==> config.mk <==
export PLATFORM = sky130hd
export DESIGN_NAME = risk_sequencer
export DESIGN_NICKNAME = d
export VERILOG_FILES = /design/src/rtl/risk_sequencer.sv
export SDC_FILE = /design/constraint.sdc
export NUM_CORES = 1
export LEC_CHECK = 0
export BUFFER_PORTS_ARGS = -buffer_cell sky130_fd_sc_hd__buf_4
export CAP_MARGIN = 15
export CORE_MARGIN = 5
export CORE_UTILIZATION = 43
export DETAILED_ROUTE_END_ITERATION = 6
export PLACE_DENSITY = 0.73
export SYNTH_ARGS = -nofsm -noshare
export SYNTH_HDL_FRONTEND = slang
export SYNTH_SLANG_ARGS = --single-unit
==> constraint.sdc <==
create_clock -name i_clk -period 1.6 [get_ports i_clk]
set_clock_uncertainty 0.05 [all_clocks]
set_input_delay 0.16 -clock i_clk [delete_from_list [all_inputs] [get_ports i_clk]]
set_output_delay 0.16 -clock i_clk [all_outputs]
set_load 0.05 [all_outputs]
==> src/rtl/risk_sequencer.sv <==
// Hazard detection and run-control sequencer for the 5-stage pipeline.
// Define RISK_STATS_EN to add saturating stall/flush/cycle counters.
module risk_sequencer #(
   parameter int NB_REG     = 5,
   parameter int PIPE_DRAIN = 4
`ifdef RISK_STATS_EN
  ,parameter int NB_CNT     = 16
`endif
) (
   input  logic              i_clk,
   input  logic              i_reset_n,
   input  logic              i_enable,
   input  logic              i_step,
   input  logic [NB_REG-1:0] i_id_rs,
   input  logic [NB_REG-1:0] i_id_rt,
   input  logic              i_id_branch,
   input  logic              i_take_branch,
   input  logic              i_id_halt,
   input  logic              i_ex_mem_read,
   input  logic              i_ex_reg_write,
   input  logic [NB_REG-1:0] i_ex_rd,
   input  logic              i_mem_mem_read,
   input  logic [NB_REG-1:0] i_mem_rd,
   output logic              o_risk,
   output logic              o_pc_write,
   output logic              o_ifid_write,
   output logic              o_ifid_flush,
   output logic              o_pipe_enable,
   output logic              o_halted
`ifdef RISK_STATS_EN
  ,output logic [NB_CNT-1:0] o_stall_cnt,
   output logic [NB_CNT-1:0] o_flush_cnt,
   output logic [NB_CNT-1:0] o_cycle_cnt
`endif
);

   localparam int NB_DRN = (PIPE_DRAIN < 2) ? 1 : $clog2(PIPE_DRAIN);
   localparam logic [NB_DRN-1:0] DRN_LOAD = NB_DRN'(PIPE_DRAIN - 1);

   typedef enum logic [2:0] {
      ST_IDLE,
      ST_RUN,
      ST_STEP,
      ST_DRAIN,
      ST_HALTED
   } state_t;

   state_t            state;
   logic [NB_DRN-1:0] drain_cnt;
   logic              step_q;
   logic              halted_q;

   logic step_pulse;
   logic active;
   logic draining;
   logic load_use;
   logic br_ex;
   logic br_mem;
   logic stall;
   logic halt_go;
   logic advance;

   function automatic logic match(input logic [NB_REG-1:0] x,
                                  input logic [NB_REG-1:0] rs,
                                  input logic [NB_REG-1:0] rt);
      return (x != '0) && ((x == rs) || (x == rt));
   endfunction

   always_comb begin
      step_pulse = i_step & ~step_q;
      active     = (state == ST_RUN) || (state == ST_STEP);
      draining   = (state == ST_DRAIN);
      load_use   = i_ex_mem_read & match(i_ex_rd, i_id_rs, i_id_rt);
      br_ex      = i_id_branch & i_ex_reg_write
                   & match(i_ex_rd, i_id_rs, i_id_rt);
      br_mem     = i_id_branch & i_mem_mem_read
                   & match(i_mem_rd, i_id_rs, i_id_rt);
      stall      = active & (load_use | br_ex | br_mem);
      halt_go    = active & ~stall & i_id_halt;
      advance    = active & ~stall & ~i_id_halt;
   end

   // Stall wins over halt and flush; HALT itself proceeds into ID/EX.
   always_comb begin
      o_pipe_enable = active | draining;
      o_risk        = stall | draining;
      o_pc_write    = advance;
      o_ifid_write  = advance;
      o_ifid_flush  = advance & i_take_branch;
      o_halted      = halted_q;
   end

   always_ff @(posedge i_clk or negedge i_reset_n) begin
      if (!i_reset_n) begin
         state     <= ST_IDLE;
         drain_cnt <= '0;
         step_q    <= 1'b0;
         halted_q  <= 1'b0;
      end else begin
         step_q <= i_step;
         unique case (state)
            ST_IDLE: begin
               if (i_enable)
                  state <= ST_RUN;
               else if (step_pulse)
                  state <= ST_STEP;
            end
            ST_RUN, ST_STEP: begin
               if (halt_go) begin
                  state     <= ST_DRAIN;
                  drain_cnt <= DRN_LOAD;
               end else if (state == ST_STEP || !i_enable) begin
                  state <= ST_IDLE;
               end
            end
            ST_DRAIN: begin
               if (drain_cnt == '0) begin
                  state    <= ST_HALTED;
                  halted_q <= 1'b1;
               end else begin
                  drain_cnt <= drain_cnt - 1'b1;
               end
            end
            ST_HALTED: state <= ST_HALTED;
            default:   state <= ST_IDLE;
         endcase
      end
   end

`ifdef RISK_STATS_EN
   logic frozen;

   assign frozen = (state == ST_HALTED);

   always_ff @(posedge i_clk or negedge i_reset_n) begin
      if (!i_reset_n) begin
         o_stall_cnt <= '0;
         o_flush_cnt <= '0;
         o_cycle_cnt <= '0;
      end else if (!frozen) begin
         if (stall && !(&o_stall_cnt))
            o_stall_cnt <= o_stall_cnt + 1'b1;
         if (o_ifid_flush && !(&o_flush_cnt))
            o_flush_cnt <= o_flush_cnt + 1'b1;
         if (o_pipe_enable && !(&o_cycle_cnt))
            o_cycle_cnt <= o_cycle_cnt + 1'b1;
      end
   end
`endif

endmodule

==> results by group, run 1 <==
Setup path
  • Worst R2R Start: drain_cnt[0]$_DFFE_PN0P_
  • WP data arrival: roughly 1500 ps
  • Peak fanout along the critical path: 3
  • Kind of critical path: in -> out
  • Register-to-Register Path Depth: 5
  • Worst r2r dst: drain_cnt[1]$_DFFE_PN0P_
  • CP Launch Type: input port
  • Crit path capture type: output pin
  • Worst R2R Setup Slack: 90 ps
  • Worst endpoint required time: 1390 ps

STA
  • Hold Violations, Final: 0
  • Max Freq: slightly below 0.6 GHz
  • Final Setup Violations: 4
  • Hold Slack: ~150 ps
  • Max Slew Vio Count: 0
  • Setup ws final: -98.5 ps
  • Worst-margin pin slew: 390 ps
  • RSZ-0062 raised after global routing: true
  • Final worst path period share: 106%
  • Clock period minus worst slack: roughly 1700 ps
  • Relative slew slack: 73.8%

Synthesis
  • Area share of fa/ha/maj cells after synthesis: about 1.9%
  • Compound-Gate Fraction of Synth Area: 21.8%
  • Post-synthesis mux area share: 0%
  • Top post-synthesis cells by area: xnor2_1 29%, dfrtp_1 26%, nor2_1 5.1%, a21oi_1 3.8%, a41o_2 3.4%
  • Top post-synthesis cells by count: 22 x xnor2_1, 9 x nor2_1, 7 x dfrtp_1
  • Synthesized net count: between 100 and 150
  • Cell variety after synth: 24
  • Largest family of logic cells by synthesized area: XOR/XNOR gates
  • Post-Synth Simple-Gate Area: 17.3%
  • Post-synth top area cell: xnor2_1
  • Yosys reg bits: 7
  • Synth Flop Type: dfrtp_1
  • Yosys top cell area share: 28.9%
  • Sequential share of the synthesized area: 26.3%
  • Post-Synth XOR/XNOR Area: 28.9%
  • Synth warn: 0
  • Average size of a mapped cell: around 8.5 µm²
  • Ys async rst share: 100%
  • Cell with the most instances after synthesis: xnor2_1
  • Number of synthesized flops with an enable pin: 0
  • Syn Inst Count: around 80
  • Synthesized area: 667 µm²

GRT
  • Largest net degree at the start of global routing: 9
  • First-pass GRT wire length: about 3100 µm
  • Initial antenna violation count: 0
  • GRT Total Usage: 16.4%
  • Vias in the first global route: 771
  • Global route overflow: 0

Worst hold path
  • Worst hold-check path type: in -> reg
  • Worst hold endpoint: state[0]$_DFFE_PN0P_
  • Hold path cells: 2
  • Min-delay src: i_id_halt

Routing
  • DR WL/cell: between 10 and 15 µm
  • Via count: 727
  • DRT Pass-1 Iters: 2
  • Starting DRT DRC Count: 5
  • Final WL: 1880 µm
  • Via/cell ratio: 5.23
  • DRT antenna net count: 0
  • Residual DRC: 0

Clocking
  • Clk root buf: clkbuf_4
  • Clock slew at reported path FFs: 50 ps
  • Max clock buf depth: 2
  • Htree depth: 1
  • Sink Count: 7
  • Worst-skew pair later-pin latency: 240 ps
  • Cts bufs inserted: 3
  • CTS tree: yes

Place
  • IO buf count: 35
  • Post-DP HPWL: 1610 µm
  • RePlAce Congestion: 0.867

Power
  • Power per Cell Area: between 1000 and 1500 mW/mm²
  • Max VDD drop: 0.00110 V
  • Leak: 0.000517 µW

Die
  • Top-Level Pins: 36
  • Die Width: 49.4 µm
  • Initial core utilization: 44.8%
  • Num rows: 14
  • Core area: 0.00149 mm²
  • Die H: 49.4 µm
  • Die area: 0.00244 mm²

Finish
  • P&R area growth vs syn: 62.9%
  • Ant. Diodes: 0
  • Final core occ: 72.9%
  • Layout Nets: 155
  • Layout cells sized above 1: 44.7%

Run
  • Maximum Capacitance Violations: 0

Outcome
  • Status: finished with violations
  • Failing checks: negative setup slack
## metrics by stage
step	setup TNS (ps)	worst slack, ps	area, µm²	instances	total power, µW
finish	-365	-98.5	1090	139	1520
global route	-630	-153	1090	139	1630
CTS	-373	-102	1080	139	1520
detailed placement	-511	-155	991	132	1290
global placement	-512	-153	991	132	1270
floorplan	-481	-221	689	78	1030
## logic make-up (layout without fill, tap and decap cells)
group,after synthesis,in the layout
AO/OA/AOI/OAI,18,18
XOR/XNOR,22,22
adder cells (fa/ha/maj),1,1
buffers and inverters,6,51
flip-flops,7,7
AND/OR/NAND/NOR,24,24
## layout by cell type, fill, tap and decap left out
cell type and count:
o311a_1 1, nand3_1 4, nor3_1 2, nor2_1 7
and4b_1 1, a21oi_1 5, or3_1 1, o22ai_2 3
a31o_2 2, inv_1 4, nand2_1 5, nor3b_1 1
nor2_2 1, ha_1 1, dlygate4sd3_1 2, nor2_4 1
buf_4 36, clkbuf_1 1, buf_8 2, o211ai_1 1
a22o_1 1, dfrtp_1 7, a31oi_1 1, a21o_1 1
buf_6 3, clkbuf_4 3, a41o_2 2, a22oi_4 1
xnor2_1 22, and3b_2 1
## cell type report
class	instances	area, µm²
Sequential cell	7	175
Inverter	4	15.0
Multi-Input combinational cell	65	495
Timing Repair Buffer	43	354
Clock buffer	4	26.3
Fill cell	123	403
Tap cell	16	20.0
## layer usage
metal  vias up  GRT usage (%)  part of all wire, %
met2        21           28.8                   53
met5         -              0                    0
li1        370              -                    -
met1       334           17.9                   40
met3         2           4.28                  5.9
met4         0           7.86                 0.74
## where the power goes
part           leakage [µW]  internal (µW)  total, µW  switching, µW
clock             0.0000150           94.4        148           53.9
combinational      0.000421            456       1060            601
sequential        0.0000809            242        310           68.0
total              0.000517            792       1520            723
## worst max path at each step
| stage | from | slack, ps | to | depth (start not counted) |
|---|---|---|---|---|
| 5_1_grt | i_mem_rd[0] | -150 | o_pc_write | 6 |
| 6_report | i_mem_rd[0] | -100 | o_ifid_write | 6 |
| 3_3_place_gp | i_mem_rd[0] | -150 | o_ifid_write | 6 |
| 4_1_cts | i_mem_rd[0] | -100 | o_pc_write | 6 |
| 2_1_floorplan | i_mem_rd[0] | -220 | o_pc_write | 5 |
| 3_5_place_dp | i_mem_rd[0] | -150 | o_ifid_flush | 6 |
## worst max-delay path, cell delays in order
cell and delay (ps):
buf_6 90, or3_1 360, o311a_1 330, a22oi_4 140, and3b_2 250, buf_8 150
## state kept, by name (all words and copies together) (netlist names)
register	flops
drain_cnt	2
o_halted	1
step_q	1
state	3
## repair_timing
action	4_1_cts	5_1_grt
hold endpoints to repair	8	0
gates resized for setup	8	2
pin swaps	2	0
endpoints found under the setup margin	4	5
hold buffers	2	0
buffers inserted	1	0
Power figures use the tool's default switching activity.
==> run 2, diff against run 1 <==
BUFFER_PORTS_ARGS = not set   (was -buffer_cell sky130_fd_sc_hd__buf_4)
CORE_UTILIZATION = 45   (was 43)
DONT_BUFFER_PORTS = 1   (was not set)
PLACE_DENSITY = 0.56   (was 0.73)
==> run 2 against run 1 <==
  * The flow still finishes with violations (negative setup slack)
  * First-iteration DRC count rose by 140%
  * Non-clock buffer count fell by 28
  * Final cell count fell by 21%
  * Largest cell class unchanged
  * Highest routed layer unchanged
==> results by group, run 2 (synthesis results as in run 1) <==
Die
  • Num rows: 13 (was 14)
  • Top-Level Pins: 36 (unchanged)
  • Die H: 48.5 µm (was 49.4 µm)
  • Die Width: 48.5 µm (was 49.4 µm)
  • Die area: 0.00235 mm² (was 0.00244 mm²)
  • Core area: 0.00135 mm² (was 0.00149 mm²)
  • Initial core utilization: 49.4% (was 44.8%)

Setup path
  • Top delay family on crit path: compound AO/OA/AOI/OAI gates (was simple AND/OR/NAND/NOR gates)
  • Crit path capture type: output pin (unchanged)
  • Critical Path Start: i_mem_rd[0] (unchanged)
  • CP Launch Type: input port (unchanged)
  • Peak fanout along the critical path: 3 (unchanged)
  • Worst endpoint required time: 1390 ps (about the same)
  • Levels on crit path: 6 (unchanged)
  • Max stage delay cell, worst path: or3_1 (unchanged)
  • Worst Path Buf+Inv: 2 (unchanged)
  • Kind of critical path: in -> out (unchanged)
  • Register-to-Register Path Depth: 7 (was 5)
  • Slowest stage delay, CP: 350 ps (was 360 ps)
  • WP data arrival: 1390 ps (was 1490 ps)
  • Worst R2R Start: state[1]$_DFFE_PN0P_ (was drain_cnt[0]$_DFFE_PN0P_)
  • Cells along the critical path: or3_1, o311a_1, a22oi_4, buf_4, o22ai_2, buf_12 (was buf_6, or3_1, o311a_1, a22oi_4, and3b_2, buf_8)

Power
  • Max VDD drop: 0.000867 V (was 0.00110 V)
  • Leak: 0.000381 µW (was 0.000517 µW)
  • Power, Total: 1550 µW (was 1520 µW)
  • Power per Cell Area: 1770 mW/mm² (was 1400 mW/mm²)

Clocking
  • Cts bufs inserted: 3 (unchanged)
  • CTS tree: yes (unchanged)
  • Clock slew at reported path FFs: 60 ps (was 50 ps)
  • Max clock buf depth: 2 (unchanged)
  • Clk root buf: clkbuf_4 (unchanged)
  • Worst-skew pair later-pin latency: 260 ps (was 240 ps)
  • Sink Count: 7 (unchanged)
  • Htree depth: 1 (unchanged)

GRT
  • GRT Total Usage: 16.3% (was 16.4%)
  • Initial antenna violation count: 0 (unchanged)
  • First-pass GRT wire length: 3040 µm (was 3150 µm)
  • Vias in the first global route: 663 (was 771)
  • Largest net degree at the start of global routing: 9 (unchanged)
  • Global route overflow: 0 (unchanged)

Finish
  • Layout Nets: 127 (was 155)
  • Commonest cells after routing, fill and taps aside: 22 x xnor2_1, 9 x buf_4, 8 x nor2_1, 6 x dfrtp_1 (was 36 x buf_4, 22 x xnor2_1, 7 x nor2_1, 7 x dfrtp_1)
  • Ant. Diodes: 0 (unchanged)
  • Final core occ: 64.8% (was 72.9%)
  • Biggest regs: state x3, drain_cnt x2 (unchanged)
  • Layout cells sized above 1: 25.3% (was 44.7%)
  • Register name with the most flops: state (unchanged)
  • P&R area growth vs syn: 31.1% (was 62.9%)
  • Most common cell after layout, fill and taps aside: xnor2_1 (was buf_4)
  • # fillers: 126 (was 123)
  • Largest register FFs: 3 (unchanged)

STA
  • Setup ws final: -2.05 ps (was -98.5 ps)
  • Max Slew Vio Count: 0 (unchanged)
  • Hold Violations, Final: 0 (unchanged)
  • Worst-margin pin slew: 465 ps (was 390 ps)
  • Relative slew slack: 69.0% (was 73.8%)
  • Final Setup Violations: 1 (was 4)
  • Final worst path period share: 100% (was 106%)
  • RSZ-0062 raised after global routing: true (unchanged)
  • Max Freq: 0.624 GHz (was 0.589 GHz)
  • Clock period minus worst slack: 1600 ps (was 1700 ps)

Routing
  • DR WL/cell: 15.4 µm (was 13.5 µm)
  • DRT antenna net count: 0 (unchanged)
  • Starting DRT DRC Count: 12 (was 5)
  • DRT Pass-1 Iters: 4 (was 2)
  • Via count: 592 (was 727)
  • Residual DRC: 0 (unchanged)
  • Final WL: 1700 µm (was 1880 µm)
  • Via/cell ratio: 5.38 (was 5.23)

Run
  • Maximum Capacitance Violations: 0 (unchanged)

Outcome
  • Status: finished with violations (unchanged)
  • Failing checks: negative setup slack (unchanged)

Worst hold path
  • Worst hold-check path type: in -> reg (unchanged)
  • Min-delay src: i_id_halt (unchanged)
  • Hold path cells: 1 (was 2)

Place
  • RePlAce Congestion: 0.777 (was 0.867)
  • Post-DP HPWL: 1350 µm (was 1610 µm)
  • IO buf count: 0 (was 35)
## run 2: changes by cell type in the layout (fill, tap and decap cells not counted), sizes merged
cell	before	now
dlygate4sd3	2	3
buf	41	12
## run 2: path summary, 6_finish.rpt
kind / end / slack (ps)
worst max-delay path: o_risk / -2
worst min-delay path: state[0]$_DFFE_PN0P_ / 9
worst max register to register: drain_cnt[1]$_DFFE_PN0P_ / 150
worst min register to register: drain_cnt[1]$_DFFE_PN0P_ / 600
max in group asynchronous: state[1]$_DFFE_PN0P_ / 1040
min in group asynchronous: step_q$_DFF_PN0_ / 190
## run 2: area by class of cell
| type | instances | area [µm²] | share of cell area [%] |
|---|---|---|---|
| clock buffer | 4 | 26.3 | 3.00 |
| multi-input combinational | 65 | 480 | 54.9 |
| sequential | 7 | 176 | 20.2 |
| tap | 15 | 18.8 | 2.15 |
| timing repair buffer | 15 | 158 | 18.0 |
| inverter | 4 | 15.0 | 1.72 |
## run 2: repair_timing
item | CTS | global route
pin swaps | 2 | 3
gates resized for setup | 1 | 0
setup buffers | 4 | 0
hold buffers | 3 | 0
endpoints found under the setup margin | 4 | 4
gates cloned | 0 | 0
endpoints found under the hold margin | 9 | 0
## run 2: routing by layer
metal,track usage [%],vias to the layer above,share of wire [%]
met4,4.04,0,0.59
met5,0,-,0
met2,24.8,17,46
met3,8.26,2,8.0
met1,20.3,266,46
li1,-,307,-
## run 2: metrics by stage
stage | cell area [µm²] | hold slack (ps) | cells | setup TNS, ps | setup slack [ps]
after global routing | 875 | 1.96 | 110 | -269 | -74.9
final | 875 | 8.89 | 110 | -2.05 | -2.05
after CTS | 875 | 0.727 | 110 | -26.3 | -10.1
after detailed placement | 787 | -185 | 99 | -21.6 | -10.6
after floorplan | 689 | -186 | 78 | -481 | -221
after global placement | 787 | -185 | 99 | -33.5 | -13.2
## run 2: report_power, final
part	leakage [µW]	total, µW	switching [µW]	internal (µW)
clock	0.0000150	165	69.2	95.5
sequential	0.0000798	345	103	243
combinational	0.000286	1040	541	498
total	0.000381	1550	713	836
## run 2: worst reg2reg max path, cell delays in order (launching register included)
cell     delay (ps)
dfrtp_2         430
buf_4           150
nand2_1         130
nor3_1           60
buf_4           160
nor2_1           80
a21oi_1          50
a41o_2          230
==> run 3, diff against run 2 <==
CTS_BUF_LIST = sky130_fd_sc_hd__clkbuf_4 sky130_fd_sc_hd__clkbuf_8   (was not set)
clock period = 1.9 ns   (was 1.6 ns; I/O delays follow)
==> run 3 against run 2 <==
  * Power fell by 23%
  * Worst setup slack improved by 150 ps
  * The flow now finishes without violations
  * Clock power shrank 9%
  * Highest routed layer unchanged
  * Wire length is 11% lower
  * Final area down 8.3%
==> results by group, run 3 (synthesis results as in run 1) <==
Outcome
  • Status: complete, no violations (was finished with violations)

Setup path
  • Cells along the critical path: or3_1, o311a_1, a22oi_4, and4b_1, buf_12 (was or3_1, o311a_1, a22oi_4, buf_4, o22ai_2, buf_12)
  • Worst endpoint required time: 1660 ps (was 1390 ps)
  • Critical Path Start: i_mem_rd[0] (unchanged)
  • Top delay family on crit path: simple AND/OR/NAND/NOR gates (was compound AO/OA/AOI/OAI gates)
  • Levels on crit path: 5 (was 6)
  • CP Launch Type: input port (unchanged)
  • Worst R2R Setup Slack: 330 ps (was 150 ps)
  • Register-to-Register Path Depth: 5 (was 7)
  • Slowest stage delay, CP: 360 ps (was 350 ps)
  • Worst r2r dst: drain_cnt[1]$_DFFE_PN0P_ (unchanged)
  • End point of the critical path: o_ifid_flush (was o_risk)
  • Kind of critical path: in -> out (unchanged)
  • Max stage delay cell, worst path: or3_1 (unchanged)
  • Worst Path Buf+Inv: 1 (was 2)
  • Crit path capture type: output pin (unchanged)
  • WP data arrival: 1520 ps (was 1390 ps)
  • Peak fanout along the critical path: 7 (was 3)
  • Worst R2R Start: drain_cnt[0]$_DFFE_PN0P_ (was state[1]$_DFFE_PN0P_)

Die
  • Die H: 48.5 µm (unchanged)
  • Die area: 0.00235 mm² (unchanged)
  • Core area: 0.00135 mm² (unchanged)
  • Initial core utilization: 49.4% (unchanged)
  • Die Width: 48.5 µm (unchanged)
  • Top-Level Pins: 36 (unchanged)
  • Num rows: 13 (unchanged)

Routing
  • DRT antenna net count: 0 (unchanged)
  • DR WL/cell: 15.0 µm (was 15.4 µm)
  • Starting DRT DRC Count: 8 (was 12)
  • Via/cell ratio: 5.61 (was 5.38)
  • Via count: 567 (was 592)
  • Final WL: 1510 µm (was 1700 µm)
  • Residual DRC: 0 (unchanged)
  • DRT Pass-1 Iters: 4 (unchanged)

GRT
  • Global route overflow: 0 (unchanged)
  • GRT Total Usage: 13.7% (was 16.3%)
  • Initial antenna violation count: 0 (unchanged)
  • First-pass GRT wire length: 2670 µm (was 3040 µm)
  • Vias in the first global route: 588 (was 663)
  • Largest net degree at the start of global routing: 9 (unchanged)

Clocking
  • CTS tree: yes (unchanged)
  • Max clock buf depth: 2 (unchanged)
  • Worst-skew pair later-pin latency: 260 ps (about the same)
  • Cts bufs inserted: 3 (unchanged)
  • Sink Count: 7 (unchanged)
  • Htree depth: 1 (unchanged)
  • Clk root buf: clkbuf_4 (unchanged)
  • Clock slew at reported path FFs: 50 ps (was 60 ps)

STA
  • Final Setup Violations: 0 (was 1)
  • Setup TNS: 0 ps (was -2.05 ps)
  • Max Slew Vio Count: 0 (unchanged)
  • Hold Violations, Final: 0 (unchanged)
  • RSZ-0062 raised after global routing: false (was true)
  • Max Freq: 0.569 GHz
  • Worst-margin pin slew: 466 ps (was 465 ps)
  • Clock period minus worst slack: 1760 ps
  • Final worst path period share: around 92%
  • Relative slew slack: 68.9% (was 69.0%)
  • Hold Slack: 32.9 ps (was 8.89 ps)

Run
  • Maximum Capacitance Violations: 0 (unchanged)

Worst hold path
  • Worst hold-check path type: in -> reg (unchanged)

Finish
  • Register name with the most flops: state (unchanged)
  • P&R area growth vs syn: 20.3% (was 31.1%)
  • Ant. Diodes: 0 (unchanged)
  • Commonest cells after routing, fill and taps aside: 22 x xnor2_1, 8 x nor2_1, 7 x dfrtp_1, 5 x nand2_1, 5 x a21oi_1 (was 22 x xnor2_1, 9 x buf_4, 8 x nor2_1, 6 x dfrtp_1)
  • Finished Layout Cells: 101 (was 110)
  • Layout Nets: 118 (was 127)
  • Biggest regs: state x3, drain_cnt x2 (unchanged)
  • Layout cells sized above 1: 18.6% (was 25.3%)
  • Largest register FFs: 3 (unchanged)
  • Most common cell after layout, fill and taps aside: xnor2_1 (unchanged)

Power
  • Max VDD drop: 0.000815 V (was 0.000867 V)
  • Leak: 0.000342 µW (was 0.000381 µW)
  • Power per Cell Area: 1490 mW/mm² (was 1770 mW/mm²)

Place
  • RePlAce Congestion: 0.755 (was 0.777)
  • IO buf count: 0 (unchanged)
  • Placed insts: 95 (was 99)
  • Post-DP HPWL: 1290 µm (was 1350 µm)
run 3: worst min-delay path by stage:
stage                     slack [ps]       from  depth (start not counted)                       end
after floorplan                 -160  i_reset_n                          0  drain_cnt[0]$_DFFE_PN0P_
after global placement          -160  i_reset_n                          0      state[1]$_DFFE_PN0P_
after detailed placement        -160  i_reset_n                          0      state[1]$_DFFE_PN0P_
after CTS                         30  i_id_halt                          1      state[1]$_DFFE_PN0P_
after global routing              30  i_id_halt                          1      state[0]$_DFFE_PN0P_
final                             30  i_id_halt                          1      state[1]$_DFFE_PN0P_
run 3: report_power, final:
part / leakage, µW / internal, µW / total (µW) / switching [µW]
Sequential: 0.0000809 / 202 / 299 / 96.9
Clock: 0.0000184 / 94.5 / 150 / 55.7
Combinational: 0.000242 / 331 / 746 / 415
run 3: per-stage QoR:
stage                     worst slack (ps)  instance area (µm²)  util [%]  total power, µW
after global placement                 144                  752      55.7             1040
after global routing                  94.7                  802      59.4             1290
after detailed placement               136                  752      55.7             1040
final                                  143                  802      59.4             1200
after CTS                              139                  802      59.4             1200
after floorplan                       19.1                  684         -              863
run 3: routing by layer:
layer / GRT usage, % / share of wire (%) / wire length [µm] / vias to the layer above
met3: 9.17 / 13 / 203 / 2
li1: - / - / - / 289
met1: 18.6 / 46 / 702 / 256
met5: 0 / 0 / 0 / -
met2: 18.5 / 40 / 599 / 20
met4: 1.35 / 0.40 / 6 / 0
run 3: layout make-up:
| cell class | count | area (µm²) |
|---|---|---|
| Tap cell | 15 | 18.8 |
| Timing Repair Buffer | 6 | 87.6 |
| Clock buffer | 4 | 30.0 |
| Sequential cell | 7 | 175 |
| Inverter | 4 | 15.0 |
| Multi-Input combinational cell | 65 | 475 |
| Fill cell | 129 | 548 |
run 3: worst reg2reg max path, delay by kind of cell (launching register included):
kind | cells | cell delay, ps
AND/OR/NAND/NOR | 1 | 370
AO/OA/AOI/OAI | 2 | 370
flip-flops | 1 | 340
adder cells (fa/ha/maj) | 1 | 260
buffers and inverters | 1 | 60
run 3: repair_timing:
action / 4_1_cts / 5_1_grt
setup buffers: 0 / 0
endpoints found under the hold margin: 8 / 0
hold buffers: 2 / 0
gates resized for setup: 0 / 0
